### src/rtl/simproc_pkg.sv
// Shared types for the simproc host controller: host opcodes, status selects and FSM states.
package simproc_pkg;

    typedef enum logic [2:0] {
        NOP     = 3'd0,
        WR_MEM  = 3'd1,
        RD_MEM  = 3'd2,
        SET_PC  = 3'd3,
        RUN     = 3'd4,
        STOP    = 3'd5,
        RD_STAT = 3'd6,
        CLR_CNT = 3'd7
    } host_op_t;

    localparam logic [1:0] STAT_PC     = 2'd0;
    localparam logic [1:0] STAT_CNT_LO = 2'd1;
    localparam logic [1:0] STAT_CNT_HI = 2'd2;
    localparam logic [1:0] STAT_FLAGS  = 2'd3;

    typedef enum logic {
        S_IDLE = 1'b0,
        S_RUN  = 1'b1
    } ctrl_state_t;

endpackage

### src/rtl/simproc_host_ctrl_if.sv
// Host command/response channel: one command per valid&&ready, one registered response a cycle later.
interface simproc_host_ctrl_if;
    import simproc_pkg::*;

    logic       cmd_valid;
    logic       cmd_ready;
    host_op_t   cmd_op;
    logic [7:0] cmd_addr;
    logic [7:0] cmd_data;
    logic       rsp_valid;
    logic       rsp_err;
    logic [7:0] rsp_data;

    modport master (
        output cmd_valid, cmd_op, cmd_addr, cmd_data,
        input  cmd_ready, rsp_valid, rsp_err, rsp_data
    );

    modport slave (
        input  cmd_valid, cmd_op, cmd_addr, cmd_data,
        output cmd_ready, rsp_valid, rsp_err, rsp_data
    );

endinterface

### src/rtl/simproc_host_ctrl.sv
// Arbitrates the shared memory port between host and core, sequences core run/step/stop
// and counts retired instructions.
module simproc_host_ctrl
    import simproc_pkg::*;
#(
    parameter int CNT_W = 16
) (
    input  logic                 clk,
    input  logic                 rst,
    simproc_host_ctrl_if.slave   host,
    output logic                 stopped,
    input  logic [7:0]           core_mem_addr,
    input  logic [7:0]           core_mem_din,
    input  logic                 core_mem_we,
    output logic [7:0]           core_mem_dout,
    output logic [7:0]           mem_addr,
    output logic [7:0]           mem_din,
    output logic                 mem_we,
    input  logic [7:0]           mem_dout,
    output logic [7:0]           pc_set_val,
    output logic                 pc_set_wr,
    output logic                 run,
    input  logic [7:0]           pc_val,
    input  logic                 halt,
    input  logic                 done
);

    ctrl_state_t      state;
    logic [7:0]       step_rem;
    logic             stop_pend;
    logic [CNT_W-1:0] retire_cnt;
    logic [15:0]      cnt_wide;

    logic       accept;
    logic       is_idle;
    logic       stop_now;
    logic       last_instr;
    logic       retire;
    logic       rejected;
    logic [7:0] rsp_data_next;

    // An illegal-opcode halt is not a retire; the core just refetches with run still high.
    logic unused_halt;
    assign unused_halt = halt;

    assign accept     = host.cmd_valid && host.cmd_ready;
    assign is_idle    = (state == S_IDLE);
    assign stop_now   = accept && !is_idle && (host.cmd_op == STOP);
    assign last_instr = stop_pend || stop_now || (step_rem == 8'd1);
    assign retire     = done && !is_idle;
    assign run        = !is_idle && !(done && last_instr);
    assign cnt_wide   = 16'(retire_cnt);

    assign core_mem_dout = mem_dout;
    assign pc_set_wr     = accept && is_idle && (host.cmd_op == SET_PC);
    assign pc_set_val    = pc_set_wr ? host.cmd_data : 8'd0;

    // NOTE: every output of an always_comb gets a default first so no path can infer a latch.
    always_comb begin
        mem_addr = core_mem_addr;
        mem_din  = core_mem_din;
        mem_we   = core_mem_we;
        if (is_idle) begin
            mem_addr = host.cmd_addr;
            mem_din  = host.cmd_data;
            mem_we   = accept && (host.cmd_op == WR_MEM);
        end
    end

    always_comb begin
        rejected      = !is_idle && (host.cmd_op inside {WR_MEM, RD_MEM, SET_PC, RUN});
        rsp_data_next = 8'd0;
        unique case (host.cmd_op)
            WR_MEM, SET_PC: rsp_data_next = host.cmd_data;
            RD_MEM:         rsp_data_next = mem_dout;
            RD_STAT: begin
                unique case (host.cmd_addr[1:0])
                    STAT_PC:     rsp_data_next = pc_val;
                    STAT_CNT_LO: rsp_data_next = cnt_wide[7:0];
                    STAT_CNT_HI: rsp_data_next = cnt_wide[15:8];
                    STAT_FLAGS:  rsp_data_next = {6'b0, stop_pend, !is_idle};
                    default:     rsp_data_next = 8'd0;
                endcase
            end
            default:        rsp_data_next = 8'd0;
        endcase
        if (rejected) begin
            rsp_data_next = 8'd0;
        end
    end

    // NOTE: sequential state uses non-blocking assignments so every register samples pre-edge values.
    always_ff @(posedge clk or posedge rst) begin
        if (rst) begin
            state          <= S_IDLE;
            step_rem       <= 8'd0;
            stop_pend      <= 1'b0;
            retire_cnt     <= '0;
            stopped        <= 1'b0;
            host.cmd_ready <= 1'b0;
            host.rsp_valid <= 1'b0;
            host.rsp_err   <= 1'b0;
            host.rsp_data  <= 8'd0;
        end else begin
            host.cmd_ready <= 1'b1;
            host.rsp_valid <= accept;
            host.rsp_err   <= accept && rejected;
            host.rsp_data  <= accept ? rsp_data_next : 8'd0;
            stopped        <= 1'b0;

            // Clear wins over a coincident retire.
            if (accept && (host.cmd_op == CLR_CNT)) begin
                retire_cnt <= '0;
            end else if (retire) begin
                retire_cnt <= retire_cnt + CNT_W'(1);
            end

            unique case (state)
                S_IDLE: begin
                    if (accept && (host.cmd_op == RUN)) begin
                        step_rem <= host.cmd_data;
                        state    <= S_RUN;
                    end
                end
                S_RUN: begin
                    if (retire && last_instr) begin
                        state     <= S_IDLE;
                        stopped   <= 1'b1;
                        stop_pend <= 1'b0;
                        step_rem  <= 8'd0;
                    end else begin
                        if (retire && (step_rem != 8'd0)) begin
                            step_rem <= step_rem - 8'd1;
                        end
                        if (stop_now) begin
                            stop_pend <= 1'b1;
                        end
                    end
                end
                default: state <= S_IDLE;
            endcase
        end
    end

endmodule

### src/flat_wrapper.sv
// flat-port wrapper written by rule: the top's interface ports become plain ports
module simproc_host_ctrl_flat import simproc_pkg::*;
#(
    parameter int CNT_W = 16
)
  (clk, rst, stopped, core_mem_addr, core_mem_din, core_mem_we, core_mem_dout, mem_addr, mem_din, mem_we, mem_dout, pc_set_val, pc_set_wr, run, pc_val, halt, done, host_cmd_valid, host_cmd_op, host_cmd_addr, host_cmd_data, host_cmd_ready, host_rsp_valid, host_rsp_err, host_rsp_data);
  simproc_host_ctrl_if host_i ();
  input  logic clk;
  input  logic rst;
  output logic stopped;
  input  logic [7:0] core_mem_addr;
  input  logic [7:0] core_mem_din;
  input  logic core_mem_we;
  output logic [7:0] core_mem_dout;
  output logic [7:0] mem_addr;
  output logic [7:0] mem_din;
  output logic mem_we;
  input  logic [7:0] mem_dout;
  output logic [7:0] pc_set_val;
  output logic pc_set_wr;
  output logic run;
  input  logic [7:0] pc_val;
  input  logic halt;
  input  logic done;
  input wire logic [$bits(host_i.cmd_valid)-1:0] host_cmd_valid;
  input wire logic [$bits(host_i.cmd_op)-1:0] host_cmd_op;
  input wire logic [$bits(host_i.cmd_addr)-1:0] host_cmd_addr;
  input wire logic [$bits(host_i.cmd_data)-1:0] host_cmd_data;
  output wire logic [$bits(host_i.cmd_ready)-1:0] host_cmd_ready;
  output wire logic [$bits(host_i.rsp_valid)-1:0] host_rsp_valid;
  output wire logic [$bits(host_i.rsp_err)-1:0] host_rsp_err;
  output wire logic [$bits(host_i.rsp_data)-1:0] host_rsp_data;
  assign host_i.cmd_valid = host_cmd_valid;
  assign host_i.cmd_op = host_cmd_op;
  assign host_i.cmd_addr = host_cmd_addr;
  assign host_i.cmd_data = host_cmd_data;
  assign host_cmd_ready = host_i.cmd_ready;
  assign host_rsp_valid = host_i.rsp_valid;
  assign host_rsp_err = host_i.rsp_err;
  assign host_rsp_data = host_i.rsp_data;
  simproc_host_ctrl #(.CNT_W(CNT_W)) u_core (.clk(clk), .rst(rst), .host(host_i), .stopped(stopped), .core_mem_addr(core_mem_addr), .core_mem_din(core_mem_din), .core_mem_we(core_mem_we), .core_mem_dout(core_mem_dout), .mem_addr(mem_addr), .mem_din(mem_din), .mem_we(mem_we), .mem_dout(mem_dout), .pc_set_val(pc_set_val), .pc_set_wr(pc_set_wr), .run(run), .pc_val(pc_val), .halt(halt), .done(done));
endmodule
### config.mk
export PLATFORM = sky130hd
export DESIGN_NAME = simproc_host_ctrl_flat
export DESIGN_NICKNAME = d
export VERILOG_FILES = /design/src/rtl/simproc_pkg.sv /design/src/rtl/simproc_host_ctrl_if.sv /design/src/rtl/simproc_host_ctrl.sv /design/src/flat_wrapper.sv
export SDC_FILE = /design/constraint.sdc
export NUM_CORES = 1
export LEC_CHECK = 0
export CAP_MARGIN = 20
export CELL_PAD_IN_SITES_DETAIL_PLACEMENT = 1
export CELL_PAD_IN_SITES_GLOBAL_PLACEMENT = 2
export CORE_UTILIZATION = 25
export CTS_BUF_LIST = sky130_fd_sc_hd__clkbuf_16
export DETAILED_ROUTE_END_ITERATION = 10
export PLACE_DENSITY = 0.91
export SKIP_LAST_GASP = 1
export SLEW_MARGIN = 15
export SYNTH_ARGS = -nofsm -noshare
export SYNTH_HDL_FRONTEND = slang
export SYNTH_SLANG_ARGS = --single-unit
### constraint.sdc
create_clock -name clk -period 3.82 [get_ports clk]
set_input_delay 1.146 -clock clk [delete_from_list [all_inputs] [get_ports clk]]
set_output_delay 1.146 -clock clk [all_outputs]
set_load 0.05 [all_outputs]
# Yosys cells after proc, flatten, opt, wreduce, memory -nomap -nowiden
# Index checks and enable logic that the tools add are counted.
# Widths: inputs -> output; s select.
[word_totals] ff_bits=38 output_inout_bits=47
[classes] addsub=2 n_eq_ne=13 n_mux=21 bitwise_logic=1 n_reduce_logical=26
[op_table] cell="$mux 8" n=8
[op_table] cell="$mux 16" n=2
[op_table] cell="$pmux 8 s4" n=1
[op_table] cell="$pmux 8 s3" n=1
[op_table] cell="$add 16x1->16 const B" n=1
[op_table] cell="$pmux 8 s2" n=1
[op_table] cell="$logic_and 1x1->1" n=15
[op_table] cell="$eq 3x3->1 const B" n=4
[op_table] cell="$eq 8x1->1 const B" n=1
[op_table] cell="$reduce_bool 8->1" n=1
[op_table] cell="$sub 8x1->8 const B" n=1
[op_table] cell="$mux 1" n=7
[op_table] cell="$eq 3x2->1 const B" n=2
[op_table] cell="$eq 2x2->1 const B" n=2
[op_table] cell="$reduce_and 2->1" n=2
[op_table] cell="$reduce_bool 2->1" n=2
[op_table] cell="$reduce_bool 4->1" n=1
[op_table] cell="$eq 3x1->1 const B" n=1
[op_table] cell="$ne 3x3->1 const B" n=1
[op_table] cell="$eq 2x1->1 const B" n=1
[op_table] cell="$logic_not 2->1" n=1
[op_table] cell="$logic_or 1x1->1" n=2
[op_table] cell="$ne 2x2->1 const B" n=1
[op_table] cell="$pmux 1 s2" n=1
[op_table] cell="3 further kinds" n=3

# Logic depth before layout (Yosys ltp)
# Gate-level depths: netlist of run 1.
[logic_depth] ltp_word=8 mapped_depth=8 depth_no_buf=7

# Least setup slack after synthesis of run 1
# No wires, ideal clock.
[synth_path] kind="input -> output" start="input host_cmd_op[2]" end="output pc_set_val[0]" arrival_ps=2953 required_ps=2674 path_slack_ps=-279 path_stages=6 cell_sequence="clkbuf_1 > nor2b_1 > clkbuf_1 > and3_1 > clkbuf_1 > and2_1"
[synth_via] elab_chain_len=3
[synth_lines] item="from (decl)" line_no="flat_wrapper.sv:26" source="input wire logic [$bits(host_i.cmd_op)-1:0] host_cmd_op;"
[synth_lines] item="$eq 3x2->1" line_no="simproc_host_ctrl.sv:55" source="assign pc_set_wr = accept && is_idle && (host.cmd_op == SET_PC);"
[synth_lines] item="$logic_and 1x1->1" line_no="simproc_host_ctrl.sv:55"
[synth_lines] item="named net pc_set_wr" line_no="flat_wrapper.sv:20" source="output logic pc_set_wr;"
[synth_lines] item="$mux 8" line_no="simproc_host_ctrl.sv:56" source="assign pc_set_val = pc_set_wr ? host.cmd_data : 8'd0;"
[synth_lines] item="to (decl)" line_no="flat_wrapper.sv:19" source="output logic [7:0] pc_set_val;"
# The timed path passes the listed nets, and every way through them passes these cells.

# Worst setup path in the final report of run 1
[layout_path] start="input host_cmd_op[2]" end="output run"
[layout_via] elab_chain_len=7
[layout_lines] item="$eq 3x3->1" line_no="simproc_host_ctrl.sv:48" source="assign stop_now = accept && !is_idle && (host.cmd_op == STOP);"
[layout_lines] item="$logic_and 1x1->1" line_no="simproc_host_ctrl.sv:48"
[layout_lines] item="$logic_or 1x1->1 (2 in a row)" line_no="simproc_host_ctrl.sv:49" source="assign last_instr = stop_pend || stop_now || (step_rem == 8'd1);"
[layout_lines] item="$logic_and 1x1->1" line_no="simproc_host_ctrl.sv:51" source="assign run = !is_idle && !(done && last_instr);"
[layout_lines] item="$logic_not 1->1" line_no="simproc_host_ctrl.sv:51"
[layout_lines] item="$logic_and 1x1->1" line_no="simproc_host_ctrl.sv:51"
[layout_lines] item="to (decl)" line_no="flat_wrapper.sv:21" source="output logic run;"
# Every way passes these cells.

==> results.tsv, run 1 <==
stage	metric	value	unit
status	status	completed	
synthesis	Mapped Nets	352	
synthesis	area of the mapped netlist	0.002480	mm2
cells_and_area	Fill cells	1096	
grt	largest net degree at the start of global routing	39	
timing	Slew HR	49.98	%
clock_network	Num CTS Buffers	5	
timing	Final Hold Fails	0	
synthesis	top cells by area, synth	dfrtp_1 (38%), nand2_1 (6.4%), nor2_1 (6.1%)	
synthesis	Synth top area share	38.35	%
place	port buffer count	102	
timing	clk_skew	0.008918	ns
worst_setup_path	crit start category	primary input	
timing	Max Clk Rate	269.6	MHz
clock_network	Clock Pin Slew Worst Setup and Hold Paths	0.06	ns
timing	Final TNS setup	0	ns
clock_network	clock latency on the worst-skew pair	0.29	ns
grt	vias in the first global route	2671	
timing	RSZ-0062 raised after global routing	no	
pwr	PD cells	458.1	mW/mm2
grt	Global Route Usage Sum	18.02	%
routing	drt drc	0	
cells_and_area	antenna cells	0	
timing	final period utilization	97.08	%
pwr	Lkg Pwr	0.001743	uW
synthesis	flop and latch count out of synthesis	38	
job	Max Cap Viol	0	
place	Setup WS pre-CTS	0.08088	ns
timing	final worst slack	0.1114	ns
clock_network	CTS root buf	clkbuf_16	
routing	Routed Antenna Nets	0	
floorplan	I/O Pins	104	
cells_and_area	Synth-to-Final Area Change	59.18	%
worst_setup_path	Worst Path Required	2.67	ns
cells_and_area	Final nets	451	
clock_network	Sink Count	38	
clock_network	CTS max path bufs	2	
synthesis	syn avg cell area	8.522	um2
worst_setup_path	Buf/Inv on CP	3	
place	final HPWL from detailed placement	7033	um
floorplan	die area	0.01032	mm2
pwr	total power	1808	uW
routing	Pre-antenna DRT Iters	4	
routing	Vias/cell	4.796	
floorplan	total core area	0.009415	mm2
worst_setup_path	R2R Setup Slk	1.54	ns
grt	first-pass GRT wire length	14120	um
worst_setup_path	crit path DAT	2.56	ns
synthesis	Seq/Total Area, Yosys	38.35	%
timing	Worst-Margin Slew	0.7504	ns
clock_network	CTS tree	done	
grt	initial antenna violation count	0	
synthesis	Synth Instances	291	
synthesis	count leader, synth	nand2_1	
timing	minimum clock period	3.709	ns
cells_and_area	share of cells above drive strength 1	18.67	%
place	placer congestion estimate	0.7579	
synthesis	Yosys top cell by area	dfrtp_1	
clock_network	H-tree Lvls	2	
worst_setup_path	worst-path fanout max	3	
routing	WL per Instance	17.21	um
synthesis	Commonest cells post-synth	nand2_1 (42), nor2_1 (40), dfrtp_1 (38), a21oi_1 (22), clkbuf_1 (13)	
timing	Final Max Tran Viols	0	
floorplan	# rows	35	
grt	GR Overflow Total	0	
worst_setup_path	CP cell instances	clkdlybuf4s50_1 -> and4b_1 -> a21oi_1 -> a31oi_1 -> inv_1 -> buf_4	
routing	Iter 0 DRT Violations	78	
worst_setup_path	endpoint class of the critical path	output pin	
clock_network	# hold bufs at CTS	0	
floorplan	Die Wd	101.6	um
synthesis	Synth cell types	50	
worst_setup_path	CP max stage delay	0.54	ns
worst_setup_path	Crit path max-delay family	buffers and inverters	
floorplan	die height	101.6	um
synthesis	Post-synth EDFFs	0	
synthesis	Post-synth top flop	dfrtp_1	
floorplan	initial core utilization	26.34	%
worst_hold_path	Hold/Removal Path Class	reg -> reg	
worst_setup_path	critical path class	in -> out	
timing	final setup vio count	0	
pwr	worst vdd ir	0.2105	mV
routing	final wirelength	8949	um
synthesis	synth warn	0	
synthesis	async set-or-reset flop fraction in the synthesized netlist	100.0	%
routing	DR vias	2494	
worst_setup_path	Worst path slowest cell	clkdlybuf4s50_1	
==> stage by stage <==
step / utilization, % / cell area (um2) / hold WS (ns) / instances
after floorplan: - / 2481 / 0.5060 / 291
after global placement: 40.41 / 3805 / 0.5308 / 512
after detailed placement: 40.41 / 3805 / 0.5460 / 512
after CTS: 41.91 / 3946 / 0.5676 / 520
after global routing: 41.93 / 3948 / 0.5856 / 520
final: 41.93 / 3948 / 0.5616 / 520
==> cell usage in the layout, fill, tap and decap left out, types with 3 or more instances in the layout <==
cell type / Yosys / routed
nand2b_1: 3 / 3
a211o_1: 5 / 5
nand3_1: 3 / 3
and3_1: 4 / 3
ha_1: 4 / 4
xnor2_1: 3 / 3
mux2_2: 8 / 8
inv_1: 6 / 6
dfrtp_1: 38 / 38
and2_1: 11 / 11
a22o_1: 5 / 5
o21a_1: 3 / 3
clkbuf_16: 0 / 5
o21ai_0: 12 / 12
buf_12: 0 / 20
buf_4: 8 / 30
mux2i_1: 8 / 8
clkdlybuf4s50_1: 0 / 67
nand4_1: 4 / 4
or3_1: 4 / 4
nand2_1: 42 / 42
a21oi_1: 22 / 22
xor2_1: 8 / 8
o211ai_1: 3 / 3
nor2_1: 40 / 40
==> area by class of cell <==
type,instances,area (um2),area share [%]
flip-flops and latches,38,950.9,24.09
well taps,129,161.4,4.089
clock inverters,3,16.27,0.4120
multi-input cells,222,1375,34.83
repair buffers,117,1296,32.84
clock buffers,5,125.1,3.170
inverters,6,22.52,0.5705
==> timing repair <==
action,CTS,global route
endpoints found under the setup margin,0,8
setup buffers,0,0
gates resized for setup,0,1
==> flip-flops by register name, indices dropped and copies added (netlist names) <==
signal and count:
u_core.host.rsp_valid 1, u_core.state 1, u_core.host.rsp_data 8, u_core.host.rsp_err 1, u_core.step_rem 8, u_core.cnt_wide 16
u_core.stopped 1, u_core.host.cmd_ready 1, u_core.stop_pend 1
==> metal layers <==
layer	part of all wire [%]	vias up	track usage, %
met1	43	1222	22.50
met2	52	66	32.54
li1	-	1198	-
met3	3.5	8	2.415
met5	0	-	0
met4	1.3	0	4.571
==> final timing paths <==
kind,start,end,cells after the start
min,u_core.step_rem[3],u_core.step_rem[3],1
min reg2reg,u_core.step_rem[3],u_core.step_rem[3],1
max,host_cmd_op[2],run,6
max in group asynchronous,rst,u_core.stopped,3
max reg2reg,u_core.state,u_core.cnt_wide[11],4
min in group asynchronous,rst,u_core.cnt_wide[6],3
==> logic make-up after synthesis <==
logic type | count (synthesis) | synth area share [%]
AND/OR/NAND/NOR | 126 | 24.32
other | 1 | 0.1512
XOR/XNOR | 11 | 3.885
AO/OA/AOI/OAI | 62 | 16.35
flip-flops | 38 | 38.35
multiplexers | 18 | 8.678
adder cells (fa/ha/maj) | 4 | 2.018
buffers and inverters | 31 | 6.256
==> power breakdown <==
part | switching (uW) | internal [uW] | leakage [uW]
clock | 164 | 238 | 0.0000672
sequential | 123 | 477 | 0.000499
combinational | 438 | 368 | 0.00118
total | 724 | 1080 | 0.00174
Note: power is estimated with default switching activity, not from simulation.
==> run 2: changes to the inputs <==
--- a/config.mk
+++ b/config.mk
@@ -8,10 +8,10 @@
 export CAP_MARGIN = 20
 export CELL_PAD_IN_SITES_DETAIL_PLACEMENT = 1
 export CELL_PAD_IN_SITES_GLOBAL_PLACEMENT = 2
-export CORE_UTILIZATION = 25
+export CORE_UTILIZATION = 26
 export CTS_BUF_LIST = sky130_fd_sc_hd__clkbuf_16
 export DETAILED_ROUTE_END_ITERATION = 10
-export PLACE_DENSITY = 0.91
+export PLACE_DENSITY = 0.94
 export SKIP_LAST_GASP = 1
 export SLEW_MARGIN = 15
 export SYNTH_ARGS = -nofsm -noshare
==> results.tsv, run 2 (synthesis results as in run 1) <==
stage	metric	value	unit
routing	Vias/cell	4.883	
cells_and_area	Synth-to-Final Area Change	60.09	%
pwr	Lkg Pwr	0.001760	uW
worst_setup_path	FF-to-FF path depth	4	
clock_network	Num CTS Buffers	5	
grt	first-pass GRT wire length	14190	um
cells_and_area	Largest register FFs	16	
worst_setup_path	crit path DAT	2.62	ns
clock_network	Clock Pin Slew Worst Setup and Hold Paths	0.06	ns
timing	Slew HR	52.14	%
worst_setup_path	R2R Setup Slk	1.57	ns
timing	clk_skew	0.005920	ns
place	Inst Count DP	512	
worst_setup_path	r2r startpoint	u_core.state	
pwr	total power	1877	uW
routing	Iter 0 DRT Violations	93	
timing	RSZ-0062 raised after global routing	no	
grt	initial antenna violation count	0	
routing	Pre-antenna DRT Iters	4	
worst_setup_path	worst setup path end	pc_set_val[0]	
clock_network	# hold bufs at CTS	0	
job	Max Cap Viol	0	
place	placer congestion estimate	0.8252	
worst_setup_path	Worst Path Required	2.67	ns
routing	drt drc	0	
timing	minimum clock period	3.766	ns
grt	GR Overflow Total	0	
clock_network	clock latency on the worst-skew pair	0.28	ns
clock_network	post_cts resized	0	
grt	largest net degree at the start of global routing	39	
worst_setup_path	Worst Setup SP	host_cmd_op[0]	
place	final HPWL from detailed placement	7072	um
clock_network	Sink Count	38	
timing	Final Max Tran Viols	0	
grt	Global Route Usage Sum	18.37	%
cells_and_area	commonest cells after routing, fill and taps aside	clkdlybuf4s50_1 (67), nand2_1 (42), nor2_1 (40)	
timing	Worst-Margin Slew	0.7179	ns
worst_hold_path	Worst Hold Depth	1	
clock_network	CTS max path bufs	2	
clock_network	CTS root buf	clkbuf_16	
clock_network	setup bufs post-CTS	0	
cells_and_area	Final Non-Filler Cells	520	
floorplan	die height	99.66	um
cells_and_area	Final nets	451	
floorplan	# rows	35	
floorplan	initial core utilization	26.84	%
floorplan	total core area	0.009240	mm2
pwr	PD cells	472.9	mW/mm2
worst_setup_path	worst r2r dst	u_core.cnt_wide[11]	
clock_network	H-tree Lvls	2	
routing	WL per Instance	17.06	um
cells_and_area	share of cells above drive strength 1	18.67	%
timing	final setup vio count	0	
timing	Final Hold Fails	0	
floorplan	die area	0.009932	mm2
worst_setup_path	critical path class	in -> out	
grt	vias in the first global route	2762	
cells_and_area	antenna cells	0	
cells_and_area	commonest non-fill, non-tap cell in the layout	clkdlybuf4s50_1	
routing	DR vias	2539	
place	port buffer count	102	
floorplan	Die Wd	99.66	um
worst_setup_path	endpoint class of the critical path	output pin	
timing	final period utilization	98.60	%
clock_network	CTS tree	done	
timing	Max Clk Rate	265.5	MHz
timing	Final TNS setup	0	ns
routing	Routed Antenna Nets	0	
worst_setup_path	worst-path fanout max	9	
worst_setup_path	crit start category	primary input	
status	status	completed	
routing	final wirelength	8873	um
pwr	worst vdd ir	0.2017	mV
floorplan	I/O Pins	104	
worst_hold_path	Hold/Removal Path Class	reg -> reg	
-- run 2: cell types whose count changed in the layout (fill, tap and decap cells not counted), sizes merged --
cell      change
bufinv        +1
clkinvlp      -1
-- run 2: where the power goes --
| group | internal (uW) | leakage, uW | switching (uW) | total, uW |
|---|---|---|---|---|
| combinational | 370 | 0.00118 | 441 | 811 |
| clock | 306 | 0.0000836 | 163 | 469 |
| sequential | 477 | 0.000499 | 120 | 597 |
-- run 2: layout make-up --
cell class                 instances  area [um2]
tap                              129       161.4
fill                            1071        5270
clock buffer                       5       125.1
clock inverter                     3       40.04
timing repair buffer             117        1296
multi-input combinational        222        1374
inverter                           6       22.52
sequential                        38       950.9
-- run 2: stage by stage --
step | instance area, um2 | utilization, % | hold slack (ns) | worst slack, ns
floorplan | 2481 | - | 0.5060 | 0.006204
global placement | 3805 | 41.18 | 0.5320 | 0.1519
detailed placement | 3805 | 41.18 | 0.5392 | 0.09264
CTS | 3970 | 42.97 | 0.5569 | 0.06189
global route | 3970 | 42.97 | 0.5804 | 0.01022
finish | 3970 | 42.97 | 0.5643 | 0.05351
-- run 2: per-layer routing --
layer / global-route usage (%) / share of wire [%] / vias up
met1: 22.38 / 42 / 1244
met4: 3.733 / 0.50 / 0
met2: 34.54 / 53 / 91
li1: - / - / 1200
met5: 0 / 0 / -
met3: 2.108 / 4.4 / 4
-- run 2: worst min path at each step --
stage,start,end,slack [ns]
CTS,u_core.step_rem[3],u_core.step_rem[3],0.56
global route,u_core.step_rem[1],u_core.step_rem[1],0.58
detailed placement,u_core.step_rem[3],u_core.step_rem[3],0.54
floorplan,u_core.step_rem[3],u_core.step_rem[3],0.51
global placement,u_core.step_rem[1],u_core.step_rem[1],0.53
finish,u_core.step_rem[3],u_core.step_rem[3],0.56
-- run 2: worst max-delay path: stages --
cell             delay, ns
clkdlybuf4s50_1       0.53
nor2b_1               0.19
and3_1                0.36
and2_1                0.24
buf_12                0.15
==> run 3: changes to the inputs <==
--- a/config.mk
+++ b/config.mk
@@ -5,7 +5,7 @@
 export SDC_FILE = /design/constraint.sdc
 export NUM_CORES = 1
 export LEC_CHECK = 0
-export CAP_MARGIN = 20
+export CAP_MARGIN = 10
 export CELL_PAD_IN_SITES_DETAIL_PLACEMENT = 1
 export CELL_PAD_IN_SITES_GLOBAL_PLACEMENT = 2
 export CORE_UTILIZATION = 26
==> results of run 3 <==
Final layout, timing and power as in run 2 (identical DEF).
